`config.mk`:
```
export PLATFORM = sky130hd
export DESIGN_NAME = spi_slave_sync
export DESIGN_NICKNAME = d
export VERILOG_FILES = /design/src/rtl/spi_pkg.sv /design/src/rtl/spi_in_sync.sv /design/src/rtl/spi_slave_sync.sv
export SDC_FILE = /design/constraint.sdc
export NUM_CORES = 1
export LEC_CHECK = 0
export ABC_AREA = 1
export BUFFER_PORTS_ARGS = -buffer_cell sky130_fd_sc_hd__buf_2
export CORE_UTILIZATION = 50
export CTS_CLUSTER_DIAMETER = 80
export DETAILED_ROUTE_END_ITERATION = 7
export GPL_ROUTABILITY_DRIVEN = 0
export GPL_TIMING_DRIVEN = 1
export PLACE_DENSITY = 0.7
export SETUP_SLACK_MARGIN = 0.05
export SYNTH_ARGS = -nofsm -noshare
export SYNTH_HDL_FRONTEND = slang
export SYNTH_HIERARCHICAL = 1
export SYNTH_SLANG_ARGS = --single-unit
```
`constraint.sdc`:
```
create_clock -name clk -period 2.2 [get_ports clk]
set_clock_uncertainty 0.1 [all_clocks]
set_input_delay 0.44 -clock clk [delete_from_list [all_inputs] [get_ports clk]]
set_output_delay 0.44 -clock clk [all_outputs]
set_load 0.01 [all_outputs]
```
`src/rtl/spi_pkg.sv`:
```
// Shared definitions for the clk-domain SPI slave: FSM encoding, pin bit
// positions inside the synchroniser bundle and the bit-counter width helper.
package spi_pkg;

  typedef enum logic {
    ST_IDLE   = 1'b0,
    ST_ACTIVE = 1'b1
  } spi_state_e;

  localparam int PIN_SS   = 0;
  localparam int PIN_SCLK = 1;
  localparam int PIN_MOSI = 2;

  // Level the pins are assumed to sit at while the bus is idle: ss high, sclk low, mosi low.
  localparam logic [2:0] PIN_IDLE = 3'b001;

  function automatic int spi_cnt_w(input int data_w);
    return $clog2(data_w + 1);
  endfunction

endpackage

```
`src/rtl/spi_in_sync.sv`:
```
// Multi-stage synchroniser for asynchronous pins plus one delay flop per bit,
// giving synced levels and single-cycle rise/fall strobes in the clk domain.
module spi_in_sync #(
  parameter int               WIDTH       = 3,
  parameter int               SYNC_STAGES = 2,
  parameter logic [WIDTH-1:0] IDLE_VAL    = '0
) (
  input  logic             clk,
  input  logic             rst_n,
  input  logic [WIDTH-1:0] din,
  output logic [WIDTH-1:0] level,
  output logic [WIDTH-1:0] rise,
  output logic [WIDTH-1:0] fall
);

  logic [SYNC_STAGES-1:0][WIDTH-1:0] stage_q, stage_d;
  logic [WIDTH-1:0]                  dly_q, dly_d;

  always_comb begin
    stage_d    = stage_q;
    stage_d[0] = din;
    for (int i = 1; i < SYNC_STAGES; i++) begin
      stage_d[i] = stage_q[i-1];
    end
    dly_d = stage_q[SYNC_STAGES-1];
  end

  // Reset loads the idle pattern so releasing reset never fakes an edge.
  always_ff @(posedge clk) begin
    if (!rst_n) begin
      stage_q <= {SYNC_STAGES{IDLE_VAL}};
      dly_q   <= IDLE_VAL;
    end else begin
      stage_q <= stage_d;
      dly_q   <= dly_d;
    end
  end

  assign level = stage_q[SYNC_STAGES-1];
  assign rise  = level & ~dly_q;
  assign fall  = ~level & dly_q;

endmodule

```
`src/rtl/spi_slave_sync.sv`:
```
// SPI slave fully retimed into clk: pins are oversampled, SCLK edges become
// strobes, and whole words are exchanged through a tx holding register and an rx strobe.
module spi_slave_sync
  import spi_pkg::*;
#(
  parameter int DATA_W      = 32,
  parameter int LSB_FIRST   = 0,
  parameter int SYNC_STAGES = 2
) (
  input  logic              clk,
  input  logic              rst_n,
  input  logic              ss,
  input  logic              sclk,
  input  logic              mosi,
  output logic              miso,
  output logic              miso_oe,
  input  logic              rx_negedge,
  input  logic              tx_negedge,
  input  logic [DATA_W-1:0] tx_data,
  input  logic              tx_valid,
  output logic              tx_ready,
  output logic [DATA_W-1:0] rx_data,
  output logic              rx_valid,
  output logic              tx_underrun,
  output logic              busy
);

  localparam int               CNT_W     = spi_cnt_w(DATA_W);
  localparam logic [CNT_W-1:0] WORD_BITS = CNT_W'(DATA_W);

  logic [2:0] pin_lvl, pin_rise, pin_fall;
  logic       ss_lvl, ss_fall, mosi_lvl;
  logic       rx_edge, tx_edge;
  logic       unused_pins;

  spi_in_sync #(
    .WIDTH       (3),
    .SYNC_STAGES (SYNC_STAGES),
    .IDLE_VAL    (PIN_IDLE)
  ) u_in_sync (
    .clk   (clk),
    .rst_n (rst_n),
    .din   ({mosi, sclk, ss}),
    .level (pin_lvl),
    .rise  (pin_rise),
    .fall  (pin_fall)
  );

  assign ss_lvl   = pin_lvl[PIN_SS];
  assign ss_fall  = pin_fall[PIN_SS];
  assign mosi_lvl = pin_lvl[PIN_MOSI];
  assign rx_edge  = rx_negedge ? pin_fall[PIN_SCLK] : pin_rise[PIN_SCLK];
  assign tx_edge  = tx_negedge ? pin_fall[PIN_SCLK] : pin_rise[PIN_SCLK];

  assign unused_pins = &{1'b0, pin_lvl[PIN_SCLK], pin_rise[PIN_SS],
                         pin_rise[PIN_MOSI], pin_fall[PIN_MOSI]};

  spi_state_e        state_q, state_d;
  logic [DATA_W-1:0] hold_q, hold_d;
  logic              hold_full_q, hold_full_d;
  logic [DATA_W-1:0] tx_sr_q, tx_sr_d;
  logic [DATA_W-1:0] rx_sr_q, rx_sr_d;
  logic [CNT_W-1:0]  rx_cnt_q, rx_cnt_d;
  logic [CNT_W-1:0]  tx_cnt_q, tx_cnt_d;
  logic [DATA_W-1:0] rx_data_q, rx_data_d;
  logic              rx_valid_q, rx_valid_d;
  logic              tx_underrun_q, tx_underrun_d;
  logic              load_tx;

  always_comb begin
    state_d       = state_q;
    hold_d        = hold_q;
    hold_full_d   = hold_full_q;
    tx_sr_d       = tx_sr_q;
    rx_sr_d       = rx_sr_q;
    rx_cnt_d      = rx_cnt_q;
    tx_cnt_d      = tx_cnt_q;
    rx_data_d     = rx_data_q;
    rx_valid_d    = 1'b0;
    tx_underrun_d = 1'b0;
    load_tx       = 1'b0;

    if (tx_valid && !hold_full_q) begin
      hold_d      = tx_data;
      hold_full_d = 1'b1;
    end

    case (state_q)
      ST_IDLE: begin
        if (ss_fall) begin
          state_d  = ST_ACTIVE;
          load_tx  = 1'b1;
          rx_sr_d  = '0;
          rx_cnt_d = '0;
          tx_cnt_d = '0;
        end
      end

      ST_ACTIVE: begin
        if (ss_lvl) begin
          // Master gave up mid-word: drop partial rx and unsent tx, keep the holding reg.
          state_d  = ST_IDLE;
          tx_sr_d  = '0;
          rx_sr_d  = '0;
          rx_cnt_d = '0;
          tx_cnt_d = '0;
        end else if (rx_cnt_q == WORD_BITS) begin
          rx_data_d  = rx_sr_q;
          rx_valid_d = 1'b1;
          rx_cnt_d   = '0;
          tx_cnt_d   = '0;
          load_tx    = 1'b1;
        end else begin
          if (rx_edge) begin
            if (LSB_FIRST != 0) begin
              rx_sr_d = {mosi_lvl, rx_sr_q[DATA_W-1:1]};
            end else begin
              rx_sr_d = {rx_sr_q[DATA_W-2:0], mosi_lvl};
            end
            rx_cnt_d = rx_cnt_q + CNT_W'(1);
          end
          // The tx side only advances once rx has consumed the bit on the line;
          // this keeps the first launch edge and the post-word edge from shifting.
          if (tx_edge && (rx_cnt_q > tx_cnt_q)) begin
            if (LSB_FIRST != 0) begin
              tx_sr_d = {1'b0, tx_sr_q[DATA_W-1:1]};
            end else begin
              tx_sr_d = {tx_sr_q[DATA_W-2:0], 1'b0};
            end
            tx_cnt_d = tx_cnt_q + CNT_W'(1);
          end
        end
      end

      default: state_d = ST_IDLE;
    endcase

    if (load_tx) begin
      if (hold_full_q) begin
        tx_sr_d     = hold_q;
        hold_full_d = 1'b0;
      end else begin
        tx_sr_d       = '0;
        tx_underrun_d = 1'b1;
      end
    end
  end

  always_ff @(posedge clk) begin
    if (!rst_n) begin
      state_q       <= ST_IDLE;
      hold_q        <= '0;
      hold_full_q   <= 1'b0;
      tx_sr_q       <= '0;
      rx_sr_q       <= '0;
      rx_cnt_q      <= '0;
      tx_cnt_q      <= '0;
      rx_data_q     <= '0;
      rx_valid_q    <= 1'b0;
      tx_underrun_q <= 1'b0;
    end else begin
      state_q       <= state_d;
      hold_q        <= hold_d;
      hold_full_q   <= hold_full_d;
      tx_sr_q       <= tx_sr_d;
      rx_sr_q       <= rx_sr_d;
      rx_cnt_q      <= rx_cnt_d;
      tx_cnt_q      <= tx_cnt_d;
      rx_data_q     <= rx_data_d;
      rx_valid_q    <= rx_valid_d;
      tx_underrun_q <= tx_underrun_d;
    end
  end

  always_comb begin
    miso = 1'b0;
    if (state_q == ST_ACTIVE) begin
      miso = (LSB_FIRST != 0) ? tx_sr_q[0] : tx_sr_q[DATA_W-1];
    end
  end

  assign busy        = (state_q == ST_ACTIVE);
  assign miso_oe     = busy;
  assign tx_ready    = ~hold_full_q;
  assign rx_data     = rx_data_q;
  assign rx_valid    = rx_valid_q;
  assign tx_underrun = tx_underrun_q;

endmodule

```
==> flow_summary_export.csv, run 1 <==
group,metric,value,unit
detailed_routing,drc,0,
detailed_routing,routedWlPerCell,11.5,um
synth,netlist_area,6470,um2
status,status,"finished, final reports clean",
global_route,grt_pass1_wl,22.2,mm
floorplanning,die_h,116,um
clocking,worstSkewPairLatency,0.42,ns
synth,yosys_warnings,6,
final_layout,layout.cells.non_filler,1169,
placed_design,placed_cells,1135,
clocking,cts_buffers,17,
global_route,grt_max_degree,66,
sta,final.min_clock_period,1.92,ns
final_layout,layout.nets,1032,
flow_run,max-cap-violations,0,
clocking,root_buffer,"clkbuf_16",
floorplanning,rows,41,
final_layout,layout-drive-gt1-share,14.6,%
synth,syn_nets,972,
power_and_ir_drop,p_per_area,797,nW/um2
worst_setup_path,r2r_slack,0.28,ns
floorplanning,start_util,51.3,%
sta,worstMarginPinSlew,1.00,ns
clocking,cts.sinks,152,
clocking,hold_buffers,0,
clocking,cts_resized,0,
final_layout,area_delta_synth_final,16.3,%
global_route,antenna_found_initial,1,
detailed_routing,vias,5551,
placed_design,io_buffers,77,
final_layout,fill_cells,1205,
global_route,grt_pass1_vias,4881,
sta,worst_slack,0.279,ns
sta,rsz0062_at_grt,"false",
sta,finalCritPeriodShare,87.3,%
sta,setup_viol,0,
sta,max_freq,0.521,GHz
worst_setup_path,critPathLaunchType,"flip-flop",
power_and_ir_drop,p_leak,3.51,nW
clocking,clk_transition_reported_paths,0.06,ns
detailed_routing,ant_nets,0,
power_and_ir_drop,vdd_drop_max,0.508,mV
worst_setup_path,critPathKind,"reg -> reg",
sta,hold_violations,0,
synth,syn_avg_cell_area,7.01,um2
sta,drv_slew,0,
worst_setup_path,end_kind,"flip-flop",
clocking,htreeDepth,4,
placed_design,dp_slack,0.290,ns
floorplanning,dieArea,13400,um2
final_layout,finish.utilization,59.6,%
clocking,cts_tree,"done",
min_path,hp-class,"in -> reg",
floorplanning,ios,78,
floorplanning,core_area,12600,um2
global_route,grtUsageTotal,20.9,%
worst_setup_path,arrival,2.17,ns
final_layout,design_area,7530,um2
sta,relSlewSlack,33.0,%
floorplanning,die_w,116,um
detailed_routing,drt-initial-drc-count,382,
global_route,grt-ovfl-total,0,
worst_setup_path,required,2.45,ns
sta,fin_tns_setup,0,ns
placed_design,placed_area,6960,um2
worst_setup_path,crit_fanout,25,
placed_design,hpwl,8.16,mm
clocking,cts_setup_buffers,0,
synth,syn-instance-count,923,
clocking,clockBufferDepth,2,
detailed_routing,via_per_inst,4.75,
detailed_routing,dr.pass1.iters,4,
detailed_routing,wl,13.5,mm
## power breakdown
part | internal, mW | switching (mW)
Combinational | 0.162 | 0.285
Sequential | 2.86 | 0.0604
Clock | 1.49 | 1.15
Total | 4.50 | 1.49
## stage by stage
| step | total power [mW] | hold slack [ns] |
|---|---|---|
| 6_report | 6.00 | 0.0925 |
| 5_1_grt | 6.26 | 0.0996 |
| 4_1_cts | 6.06 | 0.0746 |
| 3_5_place_dp | 3.42 | 0.284 |
| 3_3_place_gp | 3.41 | 0.290 |
| 2_1_floorplan | 3.30 | 0.280 |
## layer usage
layer  part of all wire [%]  GRT usage, %  wire length (um)
met4                   0.80          5.90               108
met2                     46          33.6              6270
met5                      0             0                 0
met1                     48          27.2              6530
met3                    4.3          6.12               579
## path summary, 6_finish.rpt
path                   startpoint              endpoint  depth (start not counted)
max                   rx_cnt_q[0]            tx_sr_q[6]                         11
max reg2reg           rx_cnt_q[0]            tx_sr_q[6]                         11
min reg2reg  u_in_sync/stage_d[3]    u_in_sync/level[0]                          2
min                            ss  u_in_sync/stage_d[3]                          3
## placed cells by master, fill, tap and decap left out
master      instances
nor3_1              1
o21ai_0            56
nand3_1            82
o21a_1              1
a21oi_4             1
xor2_1              1
diode_2             1
inv_6               4
nand2_2             1
clkbuf_8            1
buf_4              18
buf_2              76
clkinv_4            3
nand2_4             3
nor2_1            147
nand2_1           274
inv_2               3
o21ai_2             1
ha_1                9
a21oi_1            45
clkbuf_1            2
nor2_4              1
clkinv_1            1
nor2_8              3
o21ai_1            10
clkinvlp_4          3
or2_2               1
inv_1              70
buf_12              3
inv_4               1
nor2_2              1
clkinv_2            2
dfxtp_1           152
clkbuf_16          18
o211ai_2            1
## registers in the layout (all words and copies together), names as in the netlist, 2 cells and up
register,cells
hold_q,32
rx_data,32
rx_sr_q,32
tx_sr_q,32
rx_cnt_q,6
tx_cnt_q,6
u_in_sync/level,3
u_in_sync/stage_d,3
u_in_sync/dly_q,2
## final cells by class
class	count	area, um2	area share [%]
diodes	1	2.50	0.0332
inverters	75	284	3.77
multi-input cells	639	2840	37.7
repair buffers	98	601	7.98
clock buffers	20	447	5.93
well taps	172	215	2.86
flip-flops and latches	152	3040	40.4
clock inverters	12	93.8	1.25
## worst max-delay path, cell delays in order (launching register included)
cell and delay, ns:
dfxtp_1 0.34, inv_1 0.10, ha_1 0.16, nand2_1 0.12, nor2_8 0.17, nand2_4 0.12, nand2_4 0.23, buf_12 0.20
nand3_1 0.08, o21ai_0 0.09, nor2_1 0.06, nor2_1 0.09
Power figures use the tool's default switching activity.
==> run 2, diff against run 1 <==
- CORE_UTILIZATION: 50 -> 58
- PLACE_DENSITY: 0.7 -> 0.76
==> run 2 against run 1 <==
Net effect: via count up 0.59%; clock-buffer cell count down 1; largest power group unchanged; flip-flop and latch count unchanged; hold slack worse by 0.032 ns; first-iteration DRC count down 26%; cell area down 0.23%; critical path type unchanged; largest cell class unchanged; critical endpoint is now tx_sr_q[12].
==> flow_summary_export.csv, run 2 (same netlist as run 1, synthesis figures left out) <==
group,metric,value,unit
clocking,cts_tree,"done",
min_path,hp-class,"in -> reg",
power_and_ir_drop,power,6.10,mW
detailed_routing,vias,5584,
detailed_routing,wl,13.2,mm
global_route,grt_pass1_wl,22.8,mm
worst_setup_path,rr_startpoint,"tx_cnt_q[4]",
clocking,cts_resized,0,
floorplanning,core_area,10800,um2
worst_setup_path,r2r.worst_path.cells,12,
sta,hold_violations,0,
final_layout,fill_cells,985,
final_layout,layout-drive-gt1-share,14.1,%
worst_setup_path,cp-endpoint,"tx_sr_q[12]",
final_layout,diodes,0,
clocking,clockBufferDepth,2,
floorplanning,dieArea,11600,um2
sta,fin_tns_setup,0,ns
clocking,clk_transition_reported_paths,0.06,ns
floorplanning,rows,38,
placed_design,placed_cells,1100,
floorplanning,ios,78,
final_layout,design_area,7510,um2
global_route,grt-ovfl-total,0,
clocking,root_buffer,"clkbuf_8",
global_route,grt_pass1_vias,5182,
floorplanning,die_w,108,um
worst_setup_path,end_kind,"flip-flop",
worst_setup_path,critPathKind,"reg -> reg",
detailed_routing,via_per_inst,4.93,
floorplanning,die_h,108,um
global_route,antenna_found_initial,0,
placed_design,hpwl,7.92,mm
sta,final.min_clock_period,1.94,ns
worst_setup_path,critPathLaunchType,"flip-flop",
global_route,grt_max_degree,107,
sta,rsz0062_at_grt,"false",
worst_setup_path,required,2.52,ns
sta,relSlewSlack,32.7,%
sta,worstMarginPinSlew,1.01,ns
final_layout,layout.cells.non_filler,1133,
sta,worst_hold_slack,0.0609,ns
clocking,htreeDepth,4,
floorplanning,start_util,59.7,%
final_layout,mostFrequentLayoutCells,"nand2_1, dfxtp_1, nor2_1, nand3_1, buf_2",
sta,max_freq,0.515,GHz
worst_setup_path,r2r_slack,0.26,ns
detailed_routing,ant_nets,0,
clocking,cts.sinks,152,
worst_setup_path,crit_start,"tx_cnt_q[4]",
final_layout,final_common_cell,"nand2_1",
clocking,worstSkewPairLatency,0.53,ns
detailed_routing,dr.pass1.iters,4,
placed_design,io_buffers,77,
flow_run,max-cap-violations,0,
worst_setup_path,arrival,2.26,ns
detailed_routing,drc,0,
worst_setup_path,worstReg2RegEnd,"tx_sr_q[12]",
sta,setup_viol,0,
sta,finalCritPeriodShare,88.3,%
detailed_routing,routedWlPerCell,11.6,um
sta,drv_slew,0,
global_route,grtUsageTotal,24.5,%
final_layout,layout.nets,1031,
placed_design,placed_area,6920,um2
power_and_ir_drop,p_leak,3.50,nW
final_layout,area_delta_synth_final,16.0,%
clocking,cts_setup_buffers,0,
detailed_routing,drt-initial-drc-count,283,
power_and_ir_drop,p_per_area,812,nW/um2
status,status,"finished, final reports clean",
power_and_ir_drop,vdd_drop_max,0.556,mV
clocking,cts_buffers,17,
worst_setup_path,crit_fanout,65,
run 2: changes by cell type in the layout (fill, tap and decap cells not counted), sizes merged:
cell	previous run	this run
clkinv	6	5
inv	78	75
bufinv	0	2
clkinvlp	3	4
buf	97	94
diode	1	0
dlygate4sd3	0	3
clkbuf	21	19
run 2: per-stage QoR:
step                      setup WS, ns  utilization (%)
after floorplan                  0.474                -
after CTS                        0.262             69.3
after global routing            0.0983             69.3
after detailed placement         0.289             63.9
after global placement           0.330             63.9
final                            0.257             69.3
run 2: area by class of cell:
| cell class | instances | area (um2) | area share, % |
|---|---|---|---|
| Sequential cell | 152 | 3040 | 40.5 |
| Clock buffer | 19 | 432 | 5.75 |
| Timing Repair Buffer | 97 | 608 | 8.10 |
| Multi-Input combinational cell | 639 | 2840 | 37.8 |
| Inverter | 75 | 284 | 3.78 |
| Clock inverter | 11 | 126 | 1.68 |
| Tap cell | 140 | 175 | 2.33 |
run 2: critical path, cell delays in order, from the launching register on:
cell and delay [ns]:
dfxtp_1 0.37, inv_1 0.08, ha_1 0.27, nand2_1 0.06
nor2_1 0.15, a21oi_1 0.08, nand2_1 0.07, nand2_1 0.07
nand2_2 0.09, buf_12 0.27, nand2_1 0.09, nand2_1 0.07
nor2_1 0.05
run 2: power by group:
part	switching (mW)	internal [mW]	leakage, nW
clock	1.10	1.63	0.262
combinational	0.285	0.162	2.00
sequential	0.0600	2.86	1.24
run 2: worst min-delay path by stage:
stage | start | to | slack (ns) | cells past startpoint
after floorplan | u_in_sync/stage_d[3] | u_in_sync/level[0] | 0.28 | 2
after global placement | u_in_sync/stage_d[3] | u_in_sync/level[0] | 0.28 | 2
after detailed placement | u_in_sync/stage_d[3] | u_in_sync/level[0] | 0.29 | 2
after CTS | tx_data[28] | hold_q[28] | 0.04 | 3
after global routing | tx_data[0] | hold_q[0] | 0.06 | 3
final | tx_data[28] | hold_q[28] | 0.06 | 3
run 2: layer usage:
metal	GRT usage, %	wire length (um)
met1	29.6	6240
met2	42.9	6330
met3	5.51	430
met4	8.22	185
met5	0	0
run 2: timing repair:
action                     CTS  global route
hold endpoints to repair     3             0
hold buffers                 3             0
setup endpoints to repair    0             0
==> run 3, diff against run 2 <==
- ABC_AREA: 1 -> not set
- CORE_UTILIZATION: 58 -> 57
- PLACE_DENSITY: 0.76 -> 0.75
==> run 3 against run 2 <==
Net effect: synthesized cell count fell by 27%; clock power grew 8.4%; cell count decreased by 21%; power up 2.0%; critical path type unchanged.
==> flow_summary_export.csv, run 3 <==
group,metric,value,unit
detailed_routing,dr.pass1.iters,5,
power_and_ir_drop,pwr-share-comb,6.0,%
final_layout,mostFrequentLayoutCells,"dfxtp_1, nand2_1, a21oi_1, buf_2, a22oi_1",
detailed_routing,vias,5146,
sta,setup_viol,0,
worst_setup_path,end_kind,"flip-flop",
final_layout,layout.nets,796,
power_and_ir_drop,clkPwrFrac,47.5,%
placed_design,placed_area,6540,um2
worst_setup_path,critPathLaunchType,"flip-flop",
worst_setup_path,critPathKind,"reg -> reg",
detailed_routing,via_per_inst,5.74,
worst_setup_path,arrival,2.43,ns
worst_setup_path,path_cells,"inv_1 -> ha_2 -> and4bb_4 -> a21oi_4 -> nand2_2 -> or4_1 -> o311ai_0",
detailed_routing,routedWlPerCell,15.4,um
global_route,grt_pass1_wl,22.6,mm
flow_run,max-cap-violations,0,
worst_setup_path,required,2.52,ns
synth,yosys_warnings,6,
global_route,grt_max_degree,62,
sta,final.min_clock_period,2.11,ns
worst_setup_path,crit_fanout,6,
clocking,worstSkewPairLatency,0.53,ns
floorplanning,start_util,58.4,%
min_path,hp-class,"in -> reg",
global_route,grtUsageTotal,25.8,%
clocking,clockBufferDepth,2,
status,status,"finished, final reports clean",
global_route,grt-ovfl-total,0,
final_layout,fill_cells,781,
sta,fin_tns_setup,0,ns
clocking,root_buffer,"clkbuf_8",
synth,syn_avg_cell_area,8.85,um2
final_layout,design_area,7270,um2
power_and_ir_drop,p_leak,2.73,nW
placed_design,placed_cells,857,
power_and_ir_drop,vdd_drop_max,0.561,mV
synth,netlist_area,5980,um2
power_and_ir_drop,p_per_area,856,nW/um2
clocking,cts.sinks,152,
floorplanning,ios,78,
floorplanning,die_h,104,um
sta,drv_slew,0,
detailed_routing,wl,13.8,mm
clocking,clk_transition_reported_paths,0.06,ns
sta,finalCritPeriodShare,95.9,%
placed_design,io_buffers,77,
sta,worstMarginPinSlew,0.368,ns
worst_setup_path,critPathMaxStageDelay,0.53,ns
clocking,cts_buffers,17,
final_layout,diodes,0,
clocking,cts_tree,"done",
sta,rsz0062_at_grt,"true",
detailed_routing,drc,0,
final_layout,final_common_cell,"dfxtp_1",
worst_setup_path,cp_slowest_cell,"or4_1",
power_and_ir_drop,net-switching-power,1.36,mW
power_and_ir_drop,pwr-share-seq,46.5,%
floorplanning,rows,37,
final_layout,layout-drive-gt1-share,22.8,%
global_route,grt_pass1_vias,4978,
sta,max_freq,0.474,GHz
detailed_routing,ant_nets,0,
global_route,antenna_found_initial,0,
clocking,htreeDepth,4,
floorplanning,core_area,10200,um2
power_and_ir_drop,p_sw_share,21.9,%
sta,hold_violations,0,
final_layout,area_delta_synth_final,21.6,%
placed_design,hpwl,8.55,mm
synth,syn-instance-count,675,
sta,relSlewSlack,75.4,%
floorplanning,dieArea,10900,um2
detailed_routing,drt-initial-drc-count,313,
synth,syn_nets,724,
final_layout,layout.cells.non_filler,896,
floorplanning,die_w,104,um
power_and_ir_drop,p_int,4.86,mW
run 3: metal layers:
layer / routed length, um / GRT usage [%]
met5: 0 / 0
met2: 6990 / 44.2
met3: 854 / 7.96
met4: 226 / 10.8
met1: 5760 / 29.7
run 3: layout make-up:
cell class / instances / area (um2) / area share [%]
timing repair buffer: 105 / 718 / 9.88
sequential: 152 / 3050 / 42.0
clock buffer: 20 / 435 / 5.99
tap: 136 / 170 / 2.34
clock inverter: 12 / 173 / 2.38
multi-input combinational: 460 / 2680 / 36.8
inverter: 11 / 43.8 / 0.603
run 3: per-stage QoR:
step | hold WS [ns] | power, mW | utilization [%] | setup slack, ns
floorplan | 0.286 | 3.18 | - | 0.209
global placement | 0.290 | 3.29 | 63.9 | 0.121
detailed placement | 0.298 | 3.31 | 63.9 | -0.0303
CTS | 0.0204 | 6.26 | 70.2 | 0.0317
global route | 0.0245 | 6.42 | 71.0 | -0.0125
finish | 0.0344 | 6.22 | 71.0 | 0.0898
run 3: final timing paths:
kind / startpoint / end / slack, ns / cells past startpoint
hold / removal: mosi / u_in_sync/stage_d[5] / 0.03 / 2
hold reg to reg: u_in_sync/stage_d[3] / u_in_sync/level[0] / 0.31 / 1
setup reg to reg: rx_cnt_q[0] / tx_cnt_q[5] / 0.09 / 7
setup / recovery: rx_cnt_q[0] / tx_cnt_q[5] / 0.09 / 7
run 3: repair_timing:
item | CTS | global route
hold endpoints to repair | 2 | 0
hold buffers | 2 | 0
gates cloned | 0 | 1
setup endpoints to repair | 33 | 35
pin swaps | 1 | 3
setup buffers | 1 | 3
gates resized for setup | 2 | 13
run 3: power by group through the flow:
| stage | clock network [mW] | registers [mW] | logic, mW |
|---|---|---|---|
| after floorplan | 0 | 2.93 | 0.244 |
| final | 2.96 | 2.89 | 0.372 |
| after detailed placement | 0 | 2.95 | 0.360 |
| after global placement | 0 | 2.95 | 0.345 |
| after CTS | 3.00 | 2.89 | 0.367 |
| after global routing | 3.11 | 2.90 | 0.410 |
run 3: critical path, delay by kind of cell, from the launching register on:
family | cells | cell delay, ns
AO/OA/AOI/OAI | 2 | 0.36
flip-flops | 1 | 0.35
AND/OR/NAND/NOR | 3 | 0.88
adder cells (fa/ha/maj) | 1 | 0.22
buffers and inverters | 1 | 0.08
